[src/rtl/cifrador_pkg.sv]
// Shared types and pure helpers for the stream cipher: FSM states, default LFSR
// constants, rotations and a single Galois LFSR step.
package cifrador_pkg;

   typedef enum logic {UNKEYED = 1'b0, RUN = 1'b1} state_t;

   localparam int          LFSR_W_DEF = 16;
   localparam logic [15:0] POLY_DEF   = 16'hB400;

   // Helpers work on a wide container; callers truncate with a size cast.
   localparam int MAX_W = 64;
   typedef logic [MAX_W-1:0] word_t;

   function automatic word_t rotl(word_t x, int w, int r);
      word_t m;
      word_t v;
      m = (w >= MAX_W) ? '1 : ((word_t'(1) << w) - word_t'(1));
      v = x & m;
      if (r == 0) return v;
      return ((v << r) | (v >> (w - r))) & m;
   endfunction

   function automatic word_t rotr(word_t x, int w, int r);
      return rotl(x, w, (r == 0) ? 0 : w - r);
   endfunction

   function automatic word_t lfsr_step(word_t s, word_t poly);
      return s[0] ? ((s >> 1) ^ poly) : (s >> 1);
   endfunction

endpackage

[src/rtl/cifrador_lfsr.sv]
// Loadable Galois LFSR that advances WIDTH steps per consumed keystream word.
module cifrador_lfsr
   import cifrador_pkg::*;
#(
   parameter int                WIDTH  = 8,
   parameter int                LFSR_W = LFSR_W_DEF,
   parameter logic [LFSR_W-1:0] POLY   = LFSR_W'(POLY_DEF)
) (
   input  logic              clk,
   input  logic              rst,
   input  logic              load,
   input  logic [LFSR_W-1:0] seed,
   input  logic              adv,
   output logic [WIDTH-1:0]  ks
);

   logic [LFSR_W-1:0] lfsr, lfsr_nx;

   always_comb begin
      lfsr_nx = lfsr;
      for (int i = 0; i < WIDTH; i++)
         lfsr_nx = LFSR_W'(lfsr_step(word_t'(lfsr_nx), word_t'(POLY)));
   end

   // A zero seed would lock the register at zero forever, so substitute 1.
   always_ff @(posedge clk or posedge rst) begin
      if (rst)
         lfsr <= '0;
      else if (load)
         lfsr <= (seed == '0) ? {{(LFSR_W-1){1'b0}}, 1'b1} : seed;
      else if (adv)
         lfsr <= lfsr_nx;
   end

   assign ks = lfsr[WIDTH-1:0];

endmodule

[src/rtl/cifrador_flujo.sv]
// Clocked stream cipher: XOR with LFSR keystream plus optional rotate, one-word
// output register behind valid/ready handshakes.
module cifrador_flujo
   import cifrador_pkg::*;
#(
   parameter int                WIDTH  = 8,
   parameter int                LFSR_W = LFSR_W_DEF,
   parameter logic [LFSR_W-1:0] POLY   = LFSR_W'(POLY_DEF),
   parameter int                ROT    = 1
) (
   input  logic              clk,
   input  logic              rst,
   input  logic              key_load,
   input  logic [LFSR_W-1:0] key_in,
   input  logic              mode,
   input  logic              decrypt,
   input  logic              in_valid,
   output logic              in_ready,
   input  logic [WIDTH-1:0]  in_data,
   output logic              out_valid,
   input  logic              out_ready,
   output logic [WIDTH-1:0]  out_data,
   output logic              keyed,
   output logic [15:0]       word_cnt
);

   state_t           state, state_nx;
   logic             accept;
   logic [WIDTH-1:0] ks, y, t;

   always_ff @(posedge clk or posedge rst) begin
      if (rst) state <= UNKEYED;
      else     state <= state_nx;
   end

   always_comb begin
      state_nx = state;
      if (key_load) state_nx = RUN;
   end

   // Key load wins over data, so no word is ever encrypted with a stale key.
   always_comb begin
      keyed    = (state == RUN);
      in_ready = (state == RUN) && !key_load && (!out_valid || out_ready);
   end

   assign accept = in_valid && in_ready;

   cifrador_lfsr #(.WIDTH(WIDTH), .LFSR_W(LFSR_W), .POLY(POLY)) u_lfsr (
      .clk  (clk),
      .rst  (rst),
      .load (key_load),
      .seed (key_in),
      .adv  (accept),
      .ks   (ks)
   );

   always_comb begin
      t = '0;
      y = '0;
      if (decrypt) begin
         t = mode ? WIDTH'(rotr(word_t'(in_data), WIDTH, ROT)) : in_data;
         y = t ^ ks;
      end else begin
         t = in_data ^ ks;
         y = mode ? WIDTH'(rotl(word_t'(t), WIDTH, ROT)) : t;
      end
   end

   always_ff @(posedge clk or posedge rst) begin
      if (rst) begin
         out_valid <= 1'b0;
         out_data  <= '0;
         word_cnt  <= '0;
      end else begin
         if (accept) begin
            out_data  <= y;
            out_valid <= 1'b1;
         end else if (out_ready) begin
            out_valid <= 1'b0;
         end
         if (key_load)    word_cnt <= '0;
         else if (accept) word_cnt <= word_cnt + 16'd1;
      end
   end

endmodule
[config.mk]
export PLATFORM = sky130hd
export DESIGN_NAME = cifrador_flujo
export DESIGN_NICKNAME = d
export VERILOG_FILES = /design/src/rtl/cifrador_pkg.sv /design/src/rtl/cifrador_lfsr.sv /design/src/rtl/cifrador_flujo.sv
export SDC_FILE = /design/constraint.sdc
export NUM_CORES = 1
export LEC_CHECK = 0
export ABC_AREA = 1
export CORE_MARGIN = 2
export CORE_UTILIZATION = 56
export DETAILED_ROUTE_END_ITERATION = 8
export PLACE_DENSITY_LB_ADDON = 0.15
export SYNTH_ARGS = -nofsm -noshare
export SYNTH_HDL_FRONTEND = slang
export SYNTH_SLANG_ARGS = --single-unit
[constraint.sdc]
create_clock -name clk -period 4 [get_ports clk]
set_clock_uncertainty 0.1 [all_clocks]
set_input_delay 1 -clock clk [delete_from_list [all_inputs] [get_ports clk]]
set_output_delay 1 -clock clk [all_outputs]
set_load 0.005 [all_outputs]
==> flow_metrics.env, run 1 <==
export IMPL_vias_per_cell=5.42
export IMPL_critical_path_max_stage_delay_ns=0.50
export IMPL_routabilityCongestion=0.877
export IMPL_slowest_stage="clkdlybuf4s50_1"
export IMPL_tritoncts="done"
export IMPL_crit_fanout=3
export IMPL_hpwl_mm=5.18
export IMPL_period_minus_slack_ns=3.36
export IMPL_muxShareOfSynthArea=0
export IMPL_core_area_um2=4820
export IMPL_tns_ns=0
export IMPL_maxCapViolCount=0
export IMPL_cp_buffers_inverters=4
export IMPL_start_kind="input port"
export IMPL_path_cells="clkdlybuf4s50_1, inv_1, nand2_1, inv_1, nor2_1, clkdlybuf4s50_1"
export IMPL_diodes=0
export IMPL_synth_fp_nets=447
export IMPL_fin_crit_sh=0.841
export IMPL_clk_pin_slew_ns=0.08
export IMPL_yosys_area_top_type_share=0.369
export IMPL_drc=0
export IMPL_drt_first_iter_violations=158
export IMPL_cts_buffers=5
export IMPL_grt_pass1_vias=2578
export IMPL_hold_end="out_data[2]"
export IMPL_rsz0062_at_grt="no"
export IMPL_synth_top_family_by_area="simple AND/OR/NAND/NOR gates"
export IMPL_worst_slew_pin_slew_ns=0.930
export IMPL_path_class="input port to output pin"
export IMPL_synth_edf_count=0
export IMPL_min_delay_start="out_data[2]"
export IMPL_holdWs_ns=0.387
export IMPL_final_nets=494
export IMPL_synth_main_ff_cell="dfrtp_1"
export IMPL_cts_buffer_depth=2
export IMPL_io_buffers=57
export IMPL_ys_ff_latch=42
export IMPL_p_clk_frac=0.226
export IMPL_synth_fa_ha_area_frac=0.00440
export IMPL_cts_repair_resized=0
export IMPL_ys_warn_count=0
export IMPL_hold_depth=2
export IMPL_r2r_end="word_cnt[1]"
export IMPL_grt_overflow=0
export IMPL_routed_wirelength_mm=7.09
export IMPL_syn_area_um2=2850
export IMPL_io_pins=58
export IMPL_dr_total_vias=2873
export IMPL_cts_htree_levels=2
export IMPL_irDropWorstVdd_v=0.000310
export IMPL_synth_compound_area_frac=0.0660
export IMPL_ant_nets=0
export IMPL_max_clock_freq_mhz=297
export IMPL_synth_most_common_cell="nand2_1"
export IMPL_grt_pass1_wl_mm=11.7
export IMPL_grt_util_all_layers=0.271
export IMPL_p_leak_nw=1.65
export IMPL_outcome="complete, no violations"
export IMPL_wl_per_cell_um=13.4
export IMPL_synth_cell_types=31
export IMPL_placed_area_um2=3400
export IMPL_slew_violations=0
export IMPL_power_frac_seq=0.461
export IMPL_fin_area_um2=3490
export IMPL_swShare=0.347
export IMPL_grt_start_max_net_pins=29
export IMPL_yosys_area_share_simple=0.398
export IMPL_synthArstFlopShare=1.00
export IMPL_timing_rr_start="keyed"
export IMPL_antenna_found_initial=0
export IMPL_relSlewSlack=0.379
export IMPL_layout_drive_gt1_share=0.0497
export IMPL_synth_area_per_cell_um2=6.86
export IMPL_cp_end_kind="output pin"
export IMPL_root_buffer="clkbuf_8"
export IMPL_r2r_slack_ns=1.99
export IMPL_syn2layout_area_growth_pct=22.6
export IMPL_p_switching_uw=418
export IMPL_crit_family="buffers and inverters"
export IMPL_setup_viol=0
export IMPL_dieArea_um2=5670
export IMPL_drt_first_pass_iters=5
export IMPL_dieHeight_um=75.3
export IMPL_worstPathRequired_ns=2.90
export IMPL_rr_worst_depth=6
export IMPL_post_cts_setup_buffers=0
export IMPL_hp_class="flip-flop to flip-flop"
export IMPL_synthTopCellsByArea="dfrtp_1 37%, nand2_1 21%, nand3_1 6.2%"
export IMPL_seq_area_frac_synth=0.369
export IMPL_die_w_um=75.3
export IMPL_yosysTopAreaCell="dfrtp_1"
export IMPL_powerDensity_nw_per_um2=346
export IMPL_syn_instance_count=415
export IMPL_totalPowerFinal_mw=1.21
export IMPL_row_count=25
export IMPL_synth_commonest_cells="159 x nand2_1, 42 x dfrtp_1, 39 x nor2_1, 35 x nand3_1, 29 x inv_1"
export IMPL_cts_hold_buf=0
export IMPL_worstSkewPairLatency_ns=0.30
export IMPL_cts_sinks=42
export IMPL_crit_arrival_ns=2.26
export IMPL_initial_core_util=0.591
export IMPL_hold_violations=0
export IMPL_combinationalPowerShare=0.313
export IMPL_power_internal_uw=788
export IMPL_synthXorXnorAreaFrac=0.0739
## worst reg2reg max path: stages, from the launching register on
cell and delay [ns]:
dfrtp_1 0.38, inv_1 0.07, nor2_2 0.12, nand3_4 0.27
nand2_2 0.41, inv_1 0.29, a22o_1 0.25
## stage by stage
step,cells,util,setup slack (ns)
global route,530,0.724,0.544
finish,530,0.724,0.636
floorplan,415,-,1.34
detailed placement,522,0.706,0.637
CTS,530,0.724,0.633
global placement,522,0.706,0.650
## layout make-up
class	instances	area, um^2
Multi-Input combinational cell	320	1540
Fill cell	406	1330
Sequential cell	42	1050
Timing Repair Buffer	62	608
Inverter	31	116
Tap cell	67	83.8
Clock buffer	6	72.6
Clock inverter	2	13.8
## registers in the layout (all words and copies together), names as in the netlist
| register | cells |
|---|---|
| keyed | 1 |
| out_data | 8 |
| out_valid | 1 |
| u_lfsr.lfsr | 16 |
| word_cnt | 16 |
## worst max-delay path by stage
stage	start	end	slack (ns)	cells past startpoint
floorplan	key_load	in_ready	1.34	5
global placement	out_ready	in_ready	0.65	6
detailed placement	out_ready	in_ready	0.64	6
CTS	out_ready	in_ready	0.63	6
global route	out_ready	in_ready	0.54	6
finish	out_ready	in_ready	0.64	6
## kinds of logic (layout without fill, tap and decap cells)
| family | after synthesis | count (layout) |
|---|---|---|
| XOR/XNOR | 24 | 24 |
| AND/OR/NAND/NOR | 262 | 262 |
| AO/OA/AOI/OAI | 33 | 33 |
| adder cells (fa/ha/maj) | 1 | 1 |
| buffers and inverters | 53 | 101 |
| flip-flops | 42 | 42 |
## layout by cell type (no fill, tap or decap), types with 3 or more instances in the layout
cell and n:
dfrtp_1 42, nand2_1 159, xnor2_1 17, clkbuf_8 5, inv_1 29, o22ai_1 6
nand2_2 3, o21ai_0 8, nand3_1 35, nor2_4 3, nor2_1 39, nand4_1 10
clkdlybuf4s50_1 57, nor3_1 3, buf_4 5, a21oi_1 11, nand3b_1 5, xor2_1 7
## power by group through the flow
stage	logic [mW]	registers, mW	clock network [mW]
2_1_floorplan	0.278	0.517	0
3_3_place_gp	0.365	0.558	0
3_5_place_dp	0.374	0.561	0
4_1_cts	0.379	0.554	0.278
5_1_grt	0.428	0.563	0.296
6_report	0.378	0.556	0.273
## metal layers
metal,part of all wire,track usage,up-vias,wire length (um)
met3,0.071,0.0428,14,502
li1,-,-,1407,-
met1,0.42,0.356,1340,2980
met4,0.022,0.0955,0,159
met2,0.49,0.454,112,3450
met5,0,0,-,0
Power figures use the tool's default switching activity.
==> run 2: changes to the inputs <==
CORE_UTILIZATION = 52   (was 56)
clock period = 3.4 ns   (was 4 ns; I/O delays follow)
==> run 2 against run 1 <==
  * Critical path depth fell by 1
  * Cell area rose by 1.0%
  * Worst setup slack got worse by 0.31 ns
  * Sequential share of layout area fell by 0.30 points
  * Worst hold slack got worse by 0.0029 ns
  * Via count fell by 3.3%
  * Core utilization fell by 4.7 points
  * Register-to-register slack got worse by 0.24 ns
  * Cell count rose by 0.75%
  * First-iteration DRC count fell by 39%
  * Critical path type unchanged
  * Highest routed layer unchanged
==> flow_metrics.env, run 2 (synthesized netlist as in run 1, its figures left out) <==
export IMPL_outcome="complete, no violations"
export IMPL_fin_crit_sh=0.904
export IMPL_cts_buffers=5
export IMPL_cts_buffer_depth=2
export IMPL_postLayoutCoreUtil=0.677
export IMPL_drc=0
export IMPL_drt_first_pass_iters=4
export IMPL_die_w_um=78.0
export IMPL_initial_core_util=0.547
export IMPL_hp_class="flip-flop to flip-flop"
export IMPL_dr_total_vias=2779
export IMPL_tns_ns=0
export IMPL_post_cts_setup_buffers=0
export IMPL_dieHeight_um=78.0
export IMPL_grt_util_all_layers=0.245
export IMPL_path_cells="clkdlybuf4s50_1, inv_1, nand2_1, nor2_1, clkdlybuf4s50_1"
export IMPL_grt_pass1_wl_mm=12.1
export IMPL_top_regs="u_lfsr.lfsr x16, word_cnt x16, out_data x8"
export IMPL_crit_arrival_ns=2.12
export IMPL_grt_pass1_vias=2646
export IMPL_syn2layout_area_growth_pct=23.8
export IMPL_wl_per_cell_um=13.1
export IMPL_clk_pin_slew_ns=0.09
export IMPL_rsz0062_at_grt="no"
export IMPL_layout_setup_ws_ns=0.328
export IMPL_final_nets=495
export IMPL_p_leak_nw=1.66
export IMPL_dp_slack_ns=0.331
export IMPL_path_class="input port to output pin"
export IMPL_placed_area_um2=3410
export IMPL_cp_end_kind="output pin"
export IMPL_critical_path_max_stage_delay_ns=0.51
export IMPL_final_cell_mix="159 x nand2_1, 57 x clkdlybuf4s50_1, 42 x dfrtp_1"
export IMPL_cts_repair_resized=0
export IMPL_powerDensity_nw_per_um2=422
export IMPL_antenna_found_initial=0
export IMPL_max_clock_freq_mhz=326
export IMPL_layout_drive_gt1_share=0.0517
export IMPL_grt_start_max_net_pins=43
export IMPL_slew_violations=0
export IMPL_fin_area_um2=3520
export IMPL_routed_wirelength_mm=6.99
export IMPL_totalPowerFinal_mw=1.49
export IMPL_cts_sinks=42
export IMPL_mostFrequentLayoutCell="nand2_1"
export IMPL_io_pins=58
export IMPL_worst_slew_pin_slew_ns=0.530
export IMPL_tritoncts="done"
export IMPL_ant_nets=0
export IMPL_setup_viol=0
export IMPL_slowest_stage="clkdlybuf4s50_1"
export IMPL_relSlewSlack=0.647
export IMPL_core_area_um2=5200
export IMPL_row_count=26
export IMPL_start_kind="input port"
export IMPL_maxCapViolCount=0
export IMPL_dieArea_um2=6080
export IMPL_cts_hold_buf=0
export IMPL_period_minus_slack_ns=3.07
export IMPL_root_buffer="clkbuf_8"
export IMPL_worstSkewPairLatency_ns=0.29
export IMPL_worstPathRequired_ns=2.45
export IMPL_drt_first_iter_violations=96
export IMPL_cts_htree_levels=2
export IMPL_io_buffers=57
export IMPL_routabilityCongestion=0.850
export IMPL_hpwl_mm=5.15
export IMPL_grt_overflow=0
export IMPL_r2r_slack_ns=1.75
export IMPL_diodes=0
export IMPL_crit_fanout=2
export IMPL_hold_violations=0
export IMPL_vias_per_cell=5.20
export IMPL_irDropWorstVdd_v=0.000341
export IMPL_path_common_cell="clkdlybuf4s50_1"
run 2: changes by cell type in the layout (fill, tap and decap cells not counted), sizes merged:
cell and delta:
clkinv -2, clkinvlp +1, bufinv +1, buf +1
run 2: metrics by stage:
step / std cells / hold WS, ns
2_1_floorplan: 415 / 0.349
3_3_place_gp: 526 / 0.364
3_5_place_dp: 526 / 0.366
4_1_cts: 534 / 0.388
5_1_grt: 534 / 0.410
6_report: 534 / 0.384
run 2: final cells by class:
type | instances | area (um^2)
inverter | 31 | 116
sequential | 42 | 1050
timing repair buffer | 63 | 616
multi-input combinational | 320 | 1540
clock inverter | 2 | 37.5
clock buffer | 6 | 72.6
fill | 472 | 1680
tap | 70 | 87.6
run 2: final timing paths:
| kind | start | end | depth (start not counted) |
|---|---|---|---|
| max | key_load | in_ready | 5 |
| min | out_data[2] | out_data[2] | 2 |
| max reg2reg | keyed | word_cnt[1] | 6 |
| min reg2reg | out_data[2] | out_data[2] | 2 |
| max in group asynchronous | rst | u_lfsr.lfsr[12] | 3 |
| min in group asynchronous | rst | out_data[2] | 3 |
run 2: layer usage:
layer / track usage / routed length, um / part of all wire
met2: 0.397 / 3320 / 0.47
met5: 0 / 0 / 0
met3: 0.0419 / 361 / 0.052
met1: 0.336 / 3190 / 0.46
met4: 0.0772 / 121 / 0.017
run 2: worst max-delay path: cells and delay by family:
| family | cells | cell delay, ns |
|---|---|---|
| buffers and inverters | 3 | 1.11 |
| and+or+nand+nor | 2 | 0.17 |
run 2: power breakdown:
part / internal [mW] / total [mW] / switching, mW / leakage [nW]
Combinational: 0.221 / 0.442 / 0.221 / 1.08
Clock: 0.219 / 0.393 / 0.174 / 0.0514
Sequential: 0.564 / 0.653 / 0.0892 / 0.531
Total: 1.00 / 1.49 / 0.484 / 1.66
